File: src/rtl/csr_trap_ctrl_if.sv
// Core/CSR-file side bundle of the trap controller.
// The master is the core plus the CSR file, which drive the requests, the taps and csr_ready.
// The slave is the trap controller, which drives the CSR write port and the front-end controls.
interface csr_trap_ctrl_if;
    logic        exc_valid;
    logic [3:0]  exc_cause;
    logic [31:0] exc_pc;
    logic [31:0] exc_tval;
    logic        irq_ext;
    logic        mret_valid;
    logic [31:0] csr_mstatus;
    logic [31:0] csr_mie;
    logic [31:0] csr_mtvec;
    logic [31:0] csr_mepc;
    logic        csr_we;
    logic [11:0] csr_waddr;
    logic [31:0] csr_wdata;
    logic        csr_ready;
    logic        stall;
    logic        redirect_valid;
    logic [31:0] redirect_pc;

    modport master (
        output exc_valid, exc_cause, exc_pc, exc_tval, irq_ext, mret_valid,
        output csr_mstatus, csr_mie, csr_mtvec, csr_mepc, csr_ready,
        input  csr_we, csr_waddr, csr_wdata, stall, redirect_valid, redirect_pc
    );

    modport slave (
        input  exc_valid, exc_cause, exc_pc, exc_tval, irq_ext, mret_valid,
        input  csr_mstatus, csr_mie, csr_mtvec, csr_mepc, csr_ready,
        output csr_we, csr_waddr, csr_wdata, stall, redirect_valid, redirect_pc
    );
endinterface

File: src/rtl/csr_trap_ctrl.sv
// Machine-mode trap/MRET sequencer.
// When a request is accepted, the controller snapshots every CSR value it needs.
// It then walks the CSR write port one register at a time and finishes with a one-cycle PC redirect.
// All outputs are flops that are decoded from the next state, so the interface sees no combinational paths.
module csr_trap_ctrl (
    input  logic           clk,
    input  logic           rst,
    csr_trap_ctrl_if.slave bus
);

    typedef enum logic [2:0] {
        IDLE      = 3'd0,
        W_MEPC    = 3'd1,
        W_MCAUSE  = 3'd2,
        W_MTVAL   = 3'd3,
        W_MSTATUS = 3'd4,
        REDIRECT  = 3'd5,
        R_MSTATUS = 3'd6
    } state_e;

    localparam logic [11:0] ADDR_MSTATUS = 12'h300;
    localparam logic [11:0] ADDR_MEPC    = 12'h341;
    localparam logic [11:0] ADDR_MCAUSE  = 12'h342;
    localparam logic [11:0] ADDR_MTVAL   = 12'h343;
    localparam logic [31:0] IRQ_CAUSE    = 32'h8000_000B;
    // Vectored-mode offset of the machine external interrupt: 4 * 11.
    localparam logic [31:0] IRQ_VEC_OFS  = 32'd44;

    // mstatus on trap entry: MPIE <= MIE, MIE <= 0, MPP <= M.
    function automatic logic [31:0] mstatus_on_trap(input logic [31:0] ms);
        logic [31:0] r;
        r       = ms;
        r[7]    = ms[3];
        r[3]    = 1'b0;
        r[12:11] = 2'b11;
        return r;
    endfunction

    // mstatus on MRET: MIE <= MPIE, MPIE <= 1, MPP held at M.
    function automatic logic [31:0] mstatus_on_mret(input logic [31:0] ms);
        logic [31:0] r;
        r       = ms;
        r[3]    = ms[7];
        r[7]    = 1'b1;
        r[12:11] = 2'b11;
        return r;
    endfunction

    // Redirect target selection.
    // Only an interrupt honours vectored mode, and the add wraps modulo 2^32.
    function automatic logic [31:0] redirect_target(input logic        is_mret,
                                                    input logic        is_irq,
                                                    input logic [31:0] mtvec,
                                                    input logic [31:0] mepc);
        logic [31:0] base;
        base = {mtvec[31:2], 2'b00};
        if (is_mret) begin
            return {mepc[31:2], 2'b00};
        end else if (is_irq && (mtvec[1:0] == 2'b01)) begin
            return base + IRQ_VEC_OFS;
        end else begin
            return base;
        end
    endfunction

    state_e      state_q, state_d;
    logic [31:0] epc_q, epc_d;
    logic [31:0] cause_q, cause_d;
    logic [31:0] tval_q, tval_d;
    logic [31:0] mstatus_new_q, mstatus_new_d;
    logic [31:0] mtvec_q, mtvec_d;
    logic [31:0] mepc_q, mepc_d;
    logic        is_irq_q, is_irq_d;
    logic        is_mret_q, is_mret_d;

    logic        csr_we_q, csr_we_d;
    logic [11:0] csr_waddr_q, csr_waddr_d;
    logic [31:0] csr_wdata_q, csr_wdata_d;
    logic        stall_q, stall_d;
    logic        redirect_valid_q, redirect_valid_d;
    logic [31:0] redirect_pc_q, redirect_pc_d;

    logic        irq_req_s;

    // Interrupt is pending only when globally enabled (MIE) and locally enabled (MEIE).
    always_comb begin
        irq_req_s = bus.irq_ext & bus.csr_mstatus[3] & bus.csr_mie[11];
    end

    // Next-state logic and snapshot capture; taps are only sampled in IDLE.
    always_comb begin
        state_d       = state_q;
        epc_d         = epc_q;
        cause_d       = cause_q;
        tval_d        = tval_q;
        mstatus_new_d = mstatus_new_q;
        mtvec_d       = mtvec_q;
        mepc_d        = mepc_q;
        is_irq_d      = is_irq_q;
        is_mret_d     = is_mret_q;

        case (state_q)
            IDLE: begin
                if (bus.exc_valid) begin
                    epc_d         = bus.exc_pc;
                    cause_d       = {28'd0, bus.exc_cause};
                    tval_d        = bus.exc_tval;
                    mstatus_new_d = mstatus_on_trap(bus.csr_mstatus);
                    mtvec_d       = bus.csr_mtvec;
                    is_irq_d      = 1'b0;
                    is_mret_d     = 1'b0;
                    state_d       = W_MEPC;
                end else if (irq_req_s) begin
                    // The core presents the resume PC on exc_pc for interrupts.
                    epc_d         = bus.exc_pc;
                    cause_d       = IRQ_CAUSE;
                    tval_d        = 32'd0;
                    mstatus_new_d = mstatus_on_trap(bus.csr_mstatus);
                    mtvec_d       = bus.csr_mtvec;
                    is_irq_d      = 1'b1;
                    is_mret_d     = 1'b0;
                    state_d       = W_MEPC;
                end else if (bus.mret_valid) begin
                    mstatus_new_d = mstatus_on_mret(bus.csr_mstatus);
                    mepc_d        = bus.csr_mepc;
                    is_irq_d      = 1'b0;
                    is_mret_d     = 1'b1;
                    state_d       = R_MSTATUS;
                end else begin
                    state_d = IDLE;
                end
            end
            W_MEPC: begin
                if (bus.csr_ready) begin
                    state_d = W_MCAUSE;
                end else begin
                    state_d = W_MEPC;
                end
            end
            W_MCAUSE: begin
                if (bus.csr_ready) begin
                    state_d = W_MTVAL;
                end else begin
                    state_d = W_MCAUSE;
                end
            end
            W_MTVAL: begin
                if (bus.csr_ready) begin
                    state_d = W_MSTATUS;
                end else begin
                    state_d = W_MTVAL;
                end
            end
            W_MSTATUS: begin
                if (bus.csr_ready) begin
                    state_d = REDIRECT;
                end else begin
                    state_d = W_MSTATUS;
                end
            end
            R_MSTATUS: begin
                if (bus.csr_ready) begin
                    state_d = REDIRECT;
                end else begin
                    state_d = R_MSTATUS;
                end
            end
            REDIRECT: begin
                state_d = IDLE;
            end
            default: begin
                state_d = IDLE;
            end
        endcase
    end

    // Output decode from the next state, so the registered outputs line up with the state register.
    always_comb begin
        csr_we_d         = 1'b0;
        csr_waddr_d      = 12'd0;
        csr_wdata_d      = 32'd0;
        redirect_valid_d = 1'b0;
        redirect_pc_d    = 32'd0;
        stall_d          = (state_d != IDLE);

        case (state_d)
            W_MEPC: begin
                csr_we_d    = 1'b1;
                csr_waddr_d = ADDR_MEPC;
                csr_wdata_d = epc_d & ~32'd3;
            end
            W_MCAUSE: begin
                csr_we_d    = 1'b1;
                csr_waddr_d = ADDR_MCAUSE;
                csr_wdata_d = cause_d;
            end
            W_MTVAL: begin
                csr_we_d    = 1'b1;
                csr_waddr_d = ADDR_MTVAL;
                csr_wdata_d = tval_d;
            end
            W_MSTATUS, R_MSTATUS: begin
                csr_we_d    = 1'b1;
                csr_waddr_d = ADDR_MSTATUS;
                csr_wdata_d = mstatus_new_d;
            end
            REDIRECT: begin
                redirect_valid_d = 1'b1;
                redirect_pc_d    = redirect_target(is_mret_d, is_irq_d, mtvec_d, mepc_d);
            end
            IDLE: begin
                csr_we_d = 1'b0;
            end
            default: begin
                csr_we_d = 1'b0;
            end
        endcase
    end

    // State, snapshot and output registers; synchronous reset clears everything and aborts any sequence.
    always_ff @(posedge clk) begin
        if (rst) begin
            state_q          <= IDLE;
            epc_q            <= 32'd0;
            cause_q          <= 32'd0;
            tval_q           <= 32'd0;
            mstatus_new_q    <= 32'd0;
            mtvec_q          <= 32'd0;
            mepc_q           <= 32'd0;
            is_irq_q         <= 1'b0;
            is_mret_q        <= 1'b0;
            csr_we_q         <= 1'b0;
            csr_waddr_q      <= 12'd0;
            csr_wdata_q      <= 32'd0;
            stall_q          <= 1'b0;
            redirect_valid_q <= 1'b0;
            redirect_pc_q    <= 32'd0;
        end else begin
            state_q          <= state_d;
            epc_q            <= epc_d;
            cause_q          <= cause_d;
            tval_q           <= tval_d;
            mstatus_new_q    <= mstatus_new_d;
            mtvec_q          <= mtvec_d;
            mepc_q           <= mepc_d;
            is_irq_q         <= is_irq_d;
            is_mret_q        <= is_mret_d;
            csr_we_q         <= csr_we_d;
            csr_waddr_q      <= csr_waddr_d;
            csr_wdata_q      <= csr_wdata_d;
            stall_q          <= stall_d;
            redirect_valid_q <= redirect_valid_d;
            redirect_pc_q    <= redirect_pc_d;
        end
    end

    assign bus.csr_we         = csr_we_q;
    assign bus.csr_waddr      = csr_waddr_q;
    assign bus.csr_wdata      = csr_wdata_q;
    assign bus.stall          = stall_q;
    assign bus.redirect_valid = redirect_valid_q;
    assign bus.redirect_pc    = redirect_pc_q;

endmodule

File: src/flat_wrapper.sv
// flat-port wrapper written by rule: the top's interface ports become plain ports
module csr_trap_ctrl_flat 
  (clk, rst, bus_exc_valid, bus_exc_cause, bus_exc_pc, bus_exc_tval, bus_irq_ext, bus_mret_valid, bus_csr_mstatus, bus_csr_mie, bus_csr_mtvec, bus_csr_mepc, bus_csr_ready, bus_csr_we, bus_csr_waddr, bus_csr_wdata, bus_stall, bus_redirect_valid, bus_redirect_pc);
  csr_trap_ctrl_if bus_i ();
  input  logic clk;
  input  logic rst;
  input wire logic [$bits(bus_i.exc_valid)-1:0] bus_exc_valid;
  input wire logic [$bits(bus_i.exc_cause)-1:0] bus_exc_cause;
  input wire logic [$bits(bus_i.exc_pc)-1:0] bus_exc_pc;
  input wire logic [$bits(bus_i.exc_tval)-1:0] bus_exc_tval;
  input wire logic [$bits(bus_i.irq_ext)-1:0] bus_irq_ext;
  input wire logic [$bits(bus_i.mret_valid)-1:0] bus_mret_valid;
  input wire logic [$bits(bus_i.csr_mstatus)-1:0] bus_csr_mstatus;
  input wire logic [$bits(bus_i.csr_mie)-1:0] bus_csr_mie;
  input wire logic [$bits(bus_i.csr_mtvec)-1:0] bus_csr_mtvec;
  input wire logic [$bits(bus_i.csr_mepc)-1:0] bus_csr_mepc;
  input wire logic [$bits(bus_i.csr_ready)-1:0] bus_csr_ready;
  output wire logic [$bits(bus_i.csr_we)-1:0] bus_csr_we;
  output wire logic [$bits(bus_i.csr_waddr)-1:0] bus_csr_waddr;
  output wire logic [$bits(bus_i.csr_wdata)-1:0] bus_csr_wdata;
  output wire logic [$bits(bus_i.stall)-1:0] bus_stall;
  output wire logic [$bits(bus_i.redirect_valid)-1:0] bus_redirect_valid;
  output wire logic [$bits(bus_i.redirect_pc)-1:0] bus_redirect_pc;
  assign bus_i.exc_valid = bus_exc_valid;
  assign bus_i.exc_cause = bus_exc_cause;
  assign bus_i.exc_pc = bus_exc_pc;
  assign bus_i.exc_tval = bus_exc_tval;
  assign bus_i.irq_ext = bus_irq_ext;
  assign bus_i.mret_valid = bus_mret_valid;
  assign bus_i.csr_mstatus = bus_csr_mstatus;
  assign bus_i.csr_mie = bus_csr_mie;
  assign bus_i.csr_mtvec = bus_csr_mtvec;
  assign bus_i.csr_mepc = bus_csr_mepc;
  assign bus_i.csr_ready = bus_csr_ready;
  assign bus_csr_we = bus_i.csr_we;
  assign bus_csr_waddr = bus_i.csr_waddr;
  assign bus_csr_wdata = bus_i.csr_wdata;
  assign bus_stall = bus_i.stall;
  assign bus_redirect_valid = bus_i.redirect_valid;
  assign bus_redirect_pc = bus_i.redirect_pc;
  csr_trap_ctrl u_core (.clk(clk), .rst(rst), .bus(bus_i));
endmodule
File: config.mk
export PLATFORM = sky130hd
export DESIGN_NAME = csr_trap_ctrl_flat
export DESIGN_NICKNAME = d
export VERILOG_FILES = /design/src/rtl/csr_trap_ctrl_if.sv /design/src/rtl/csr_trap_ctrl.sv /design/src/flat_wrapper.sv
export SDC_FILE = /design/constraint.sdc
export NUM_CORES = 1
export LEC_CHECK = 0
export ABC_AREA = 1
export CAP_MARGIN = 20
export CORE_MARGIN = 2
export CORE_UTILIZATION = 40
export CTS_CLUSTER_SIZE = 24
export DETAILED_ROUTE_END_ITERATION = 7
export HOLD_SLACK_MARGIN = 0.15
export PLACE_DENSITY = 0.68
export SETUP_SLACK_MARGIN = 0.5
export SLEW_MARGIN = 25
export SYNTH_ARGS = -nofsm -noshare
export SYNTH_HDL_FRONTEND = slang
export SYNTH_SLANG_ARGS = --single-unit
File: constraint.sdc
create_clock -name clk -period 2.5 [get_ports clk]
set_input_delay 0.75 -clock clk [delete_from_list [all_inputs] [get_ports clk]]
set_output_delay 0.75 -clock clk [all_outputs]
set_load 0.01 [all_outputs]
Yosys cells after proc, flatten, opt, wreduce, memory -nomap -nowiden
Index checks and enable logic that the tools add are counted.
{ "word_totals": {"regBits": 276, "output_inout_bits": 79, "in_bits": 202, "elab_cells": 90} }
{ "classes": {"eq_ne": 12, "muxes": 43, "reduce_logical": 10, "bitwise_logic": 6, "n_addsub": 1} }
{ "ops": {"columns": ["op", "count"], "rows": [
  ["$mux W32", 22],
  ["$pmux W32 S4", 1],
  ["$pmux W10 S4", 1],
  ["$add A32 B6 Y32 const B", 1],
  ["$pmux W3 S6", 1],
  ["$eq A3 B3 Y1 const B", 5],
  ["$eq A3 B2 Y1 const B", 4],
  ["$mux W1", 12],
  ["$mux W3", 4],
  ["$eq A3 B1 Y1 const B", 2],
  ["$reduce_or A5 Y1", 1],
  ["$mux W2", 2],
  ["$not A1 Y1", 4],
  ["$reduce_and A4 Y1", 1],
  ["$reduce_or A2 Y1", 2],
  ["$reduce_or A4 Y1", 1],
  ["$logic_not A3 Y1", 1],
  ["$reduce_bool A3 Y1", 1],
  ["$and A1 B1 Y1", 2],
  ["$eq A2 B1 Y1 const B", 1],
  ["$reduce_and A2 Y1", 1],
  ["$reduce_bool A2 Y1", 1],
  ["$logic_and A1 B1 Y1", 1]
]} }

Longest topological paths before layout
{ "depth": {"word_depth": 9, "ltp_mapped": 18, "ltp_nobuf": 16} }

Least setup slack after synthesis
OpenSTA, ideal clock, no wires.
{ "synth_timing": {"kind": "input -> register", "startpoint": "in bus_csr_mstatus[3]", "endpoint": "reg u_core.csr_wdata_q[13] (netlist: u_core.bus.csr_wdata[13])", "setup_time_ns": 0.128, "t_arrival_ns": 2.124, "setup_slack_ns": 0.248, "path_buffers": 4, "t_required_ns": 2.372, "path_stages": 11, "path_cell_list": "nand3_2 nand2_4 nand2_4 buf_4 buf_6 buf_6 buf_2 mux2i_1 o22ai_1 nor2_1 nor2_1"} }
{ "synth_via": {"elab_chain_cells": 8, "word_cells_on_any_way": 24, "classes_between": "5 x eq/ne; 16 x mux; 2 x bitwise; 1 x reduce/logical"} }
{ "synth_rtl": {"columns": ["item", "line_no", "source"], "rows": [
  ["start, declared", "flat_wrapper.sv:13", "input wire logic [$bits(bus_i.csr_mstatus)-1:0] bus_csr_mstatus;"],
  ["$and A1 B1 Y1 (*) (2 in a row)", "csr_trap_ctrl.sv:87", "irq_req_s = bus.irq_ext & bus.csr_mstatus[3] & bus.csr_mie[11];"],
  ["$mux W3", "csr_trap_ctrl.sv:113", "end else if (irq_req_s) begin"],
  ["$mux W3", "csr_trap_ctrl.sv:104", "if (bus.exc_valid) begin"],
  ["$pmux W3 S6", "csr_trap_ctrl.sv:102", "case (state_q)"],
  ["$eq A3 B3 Y1", "csr_trap_ctrl.sv:186", "case (state_d)"],
  ["$reduce_or A2 Y1", null, null],
  ["$pmux W32 S4 (*)", "csr_trap_ctrl.sv:186", null],
  ["end signal, assigned", "csr_trap_ctrl.sv:250", "csr_wdata_q <= csr_wdata_d;"],
  ["end, declared", "csr_trap_ctrl.sv:78", "logic [31:0] csr_wdata_q, csr_wdata_d;"]
]} }
Mark *: on every way between the ends. The rest lies on a longest branch, timed or not. The select of a mux whose other input is x is not followed.
A chain may end at the register's enable or synchronous reset.

Worst setup path in the final report
{ "layout_timing": {"startpoint": "reg u_core.state_q[2]", "endpoint": "reg u_core.redirect_pc_q[3] (netlist: u_core.bus.redirect_pc[3])"} }
{ "layout_via": {"elab_chain_cells": 6, "word_cells_on_any_way": 19, "classes_between": "1 x add/sub; 7 x eq/ne; 7 x mux; 1 x bitwise; 3 x reduce/logical"} }
{ "layout_rtl": {"columns": ["item", "line_no", "source"], "rows": [
  ["start, declared", "csr_trap_ctrl.sv:66", "state_e state_q, state_d;"],
  ["start signal, assigned", "csr_trap_ctrl.sv:239", "state_q <= state_d;"],
  ["parallel branches: the longest is 6 deep, another holds $add A32 B6 Y32", null, null],
  ["end signal, assigned", "csr_trap_ctrl.sv:253", "redirect_pc_q <= redirect_pc_d;"],
  ["end, declared", "csr_trap_ctrl.sv:81", "logic [31:0] redirect_pc_q, redirect_pc_d;"]
]} }
Parallel ways; which one is timed is not known.

==> metrics <==
Post-synth EDFFs=0; Worst Path Max Fanout=7; final RePlAce weighted congestion=0.925; Fmax=446 MHz; worst endpoint required time=2.93 ns; hold buffer count at cts=0; CTS tree=done; largest net degree at the start of global routing=107; Tmin final=2.24 ns; placed cell areas=14900 um^2; Post-synth ARST share=0; share of cells above drive strength 1=0.371; CTS H-Tree Depth=1; Final Setup Violations=0; Clock Skew=0.0127 ns; synthesized flop and latch total=262; fin area=18700 um^2; Core Area=26700 um^2; antenna violations before repair=3; Pleak=7.80 nW; final hold violation count=0; synthesized area=10800 um^2; Std-Cell Rows=60; final period utilization=0.896; I/O pins=281; VDD IR max=0.541 mV; total power=15.4 mW; CP Data Arrival Time=2.67 ns; die height=168 um; final net count=1959; DR vias/cell=5.19; Setup Crit Path Kind=reg -> reg; Synth Instances=1286; class of the worst hold path=reg -> reg; crit start category=flop; most common flop cell mapped by yosys=dfxtp_1; cts bufs inserted=28; via count of the first global-routing pass=10400; RSZ-0062 raised after global routing=yes; DRC viols=0; total wire length=38.4 mm; CTS max path bufs=3; I/O Buffers=234; Starting Density=0.404; area delta synth->final=73.5%; largest area contributor in the netlist=dfxtp_1; DR iter-0 viols=713; # clock sinks=262; Pre-Repair DR Iteration Count=5; fin. max-slew vios=0; status=completed; total grt overflow=0; root buffer cell=clkbuf_16; Die W=168 um; slew margin rel.=0.593; Max Cap Violations=0; Via Count=11000; wire length of the first global-routing pass=54.6 mm; global-route usage over all layers=0.243; post-route ant nets=0; Synthesis Warnings=0; Post-DP HPWL=23.3 mm; Clock transition at path regs=0.06 ns; Routed wire per std cell=18.1 um; Mean Syn Cell Area=8.36 um^2; Synth top area share=0.488; PwrDens=824 nW/um^2; critical path capture point type=flop; Worst Max-Slew Pin Slew=0.610 ns; top cells by area, synth=dfxtp_1, nor2_1, mux2i_1; clk_lat worst skew=0.54 ns; die area=28200 um^2; register area share after synthesis=0.488; synth unique cells=41
[area by class of cell]
type | count | area, um^2
well taps | 341 | 427
fillers | 1801 | 7990
repair buffers | 516 | 5210
flip-flops and latches | 262 | 5250
clock inverters | 4 | 51.3
inverters | 95 | 387
clock buffers | 42 | 835
diodes | 2 | 5.00
multi-input cells | 854 | 6490
[power breakdown]
group / internal, mW / switching [mW] / leakage [nW]
Clock: 2.38 / 1.67 / 0.432
Sequential: 4.64 / 0.213 / 2.14
Combinational: 3.33 / 3.14 / 5.23
Total: 10.3 / 5.02 / 7.80
[metrics by stage]
stage          TNS, ns  instances  utilization  hold WS [ns]  setup slack (ns)
6_report             0       2116        0.700         0.440             0.259
2_1_floorplan        0       1294            -         0.419             0.320
3_3_place_gp    -69.63       1971        0.560         0.427            -0.585
4_1_cts              0       2081        0.654         0.441             0.292
5_1_grt              0       2116        0.700         0.468             0.168
3_5_place_dp    -74.27       1971        0.560         0.432            -0.650
[kinds of logic after synthesis]
group / synth area share
AOI/OAI and AO/OA: 0.100
xor gates and xnor gates: 0.00489
buffers and inverters: 0.0784
DFF: 0.488
muxes: 0.0819
other: 0.000349
and+or+nand+nor: 0.247
[cell usage in the layout, fill, tap and decap left out, types with 12 or more instances in the layout]
cell type / netlist / final
mux2i_4: 0 / 53
nand3_1: 39 / 26
clkbuf_16: 0 / 34
nor2_1: 255 / 239
nand2_4: 9 / 25
a22oi_2: 0 / 34
nand3_2: 13 / 19
nor3_1: 27 / 26
nand2_1: 178 / 118
inv_1: 87 / 78
nand2_2: 21 / 55
nor2_4: 7 / 22
mux2i_1: 88 / 24
buf_12: 1 / 27
o22ai_1: 64 / 42
a21oi_2: 6 / 14
dlygate4sd2_1: 0 / 70
o22ai_2: 0 / 22
buf_6: 7 / 42
dfxtp_1: 262 / 259
nor2_2: 11 / 12
buf_4: 21 / 194
clkdlybuf4s50_1: 0 / 157
a21oi_1: 35 / 26
[worst paths after layout]
path	from	endpoint	slack, ns	cells past startpoint
max	u_core.state_q[2]	u_core.bus.redirect_pc[3]	0.26	17
min	u_core.cause_q[12]	u_core.cause_q[12]	0.44	2
max reg2reg	u_core.state_q[2]	u_core.bus.redirect_pc[3]	0.26	17
min reg2reg	u_core.cause_q[12]	u_core.cause_q[12]	0.44	2
[critical path: stages, from the launching register on]
cell and delay (ns):
dfxtp_2 0.34, inv_2 0.05, nand2_4 0.08, nor2_4 0.04, buf_6 0.12, buf_12 0.12
nand2_8 0.07, buf_4 0.14, nand2_1 0.06, nand2_2 0.09, nand2_4 0.07, nor2_8 0.25
buf_4 0.18, buf_6 0.09, nand2_2 0.06, xor2_1 0.18, o21ai_1 0.14, inv_1 0.05
[sequential cells by signal, summed over array words and instances, names as in the netlist]
signal	flops
u_core.bus.csr_wdata	32
u_core.bus.redirect_pc	30
u_core.cause_q	32
u_core.mepc_q	30
u_core.is_mret_q	1
u_core.epc_q	30
u_core.bus.stall	1
u_core.bus.csr_waddr	4
u_core.is_irq_q	1
u_core.mstatus_new_q	32
u_core.tval_q	32
u_core.mtvec_q	32
u_core.bus.redirect_valid	1
u_core.bus.csr_we	1
u_core.state_q	3
[metal layers]
metal	vias to the layer above	wire, um	global-route usage
li1	5168	-	-
met1	5257	14900	0.304
met4	2	1430	0.0752
met2	454	19400	0.428
met3	98	2660	0.0395
met5	-	18	0
[Yosys cell counts (2+ instances only)]
cell      count
nand3_4       2
nand3b_1      5
nand2_1     178
nor3_1       27
a31oi_1       3
nand2_2      21
o22ai_1      64
nor2_4        7
dfxtp_1     262
buf_6         7
inv_1        87
nand2_4       9
a211oi_1      2
nand3_2      13
o21ai_0      16
buf_4        21
nand4_1       3
clkbuf_1     37
nor2_8        3
xor2_1        6
nor2_2       11
inv_2         7
buf_2        17
a21oi_2       6
nand3_1      39
o21a_1        2
a22oi_1      34
o21ai_2       2
o21ai_1       8
a21oi_1      35
nor2_1      255
mux2i_1      88
[what timing repair did]
action                                 in CTS  in global routing
pin swaps                                  73                 55
cloned                                      8                  5
setup endpoints to repair                 307                107
gates resized for setup                   320                169
endpoints found under the hold margin       0                  0
setup buffers                              56                 28
Note: power is estimated with default switching activity, not from simulation.
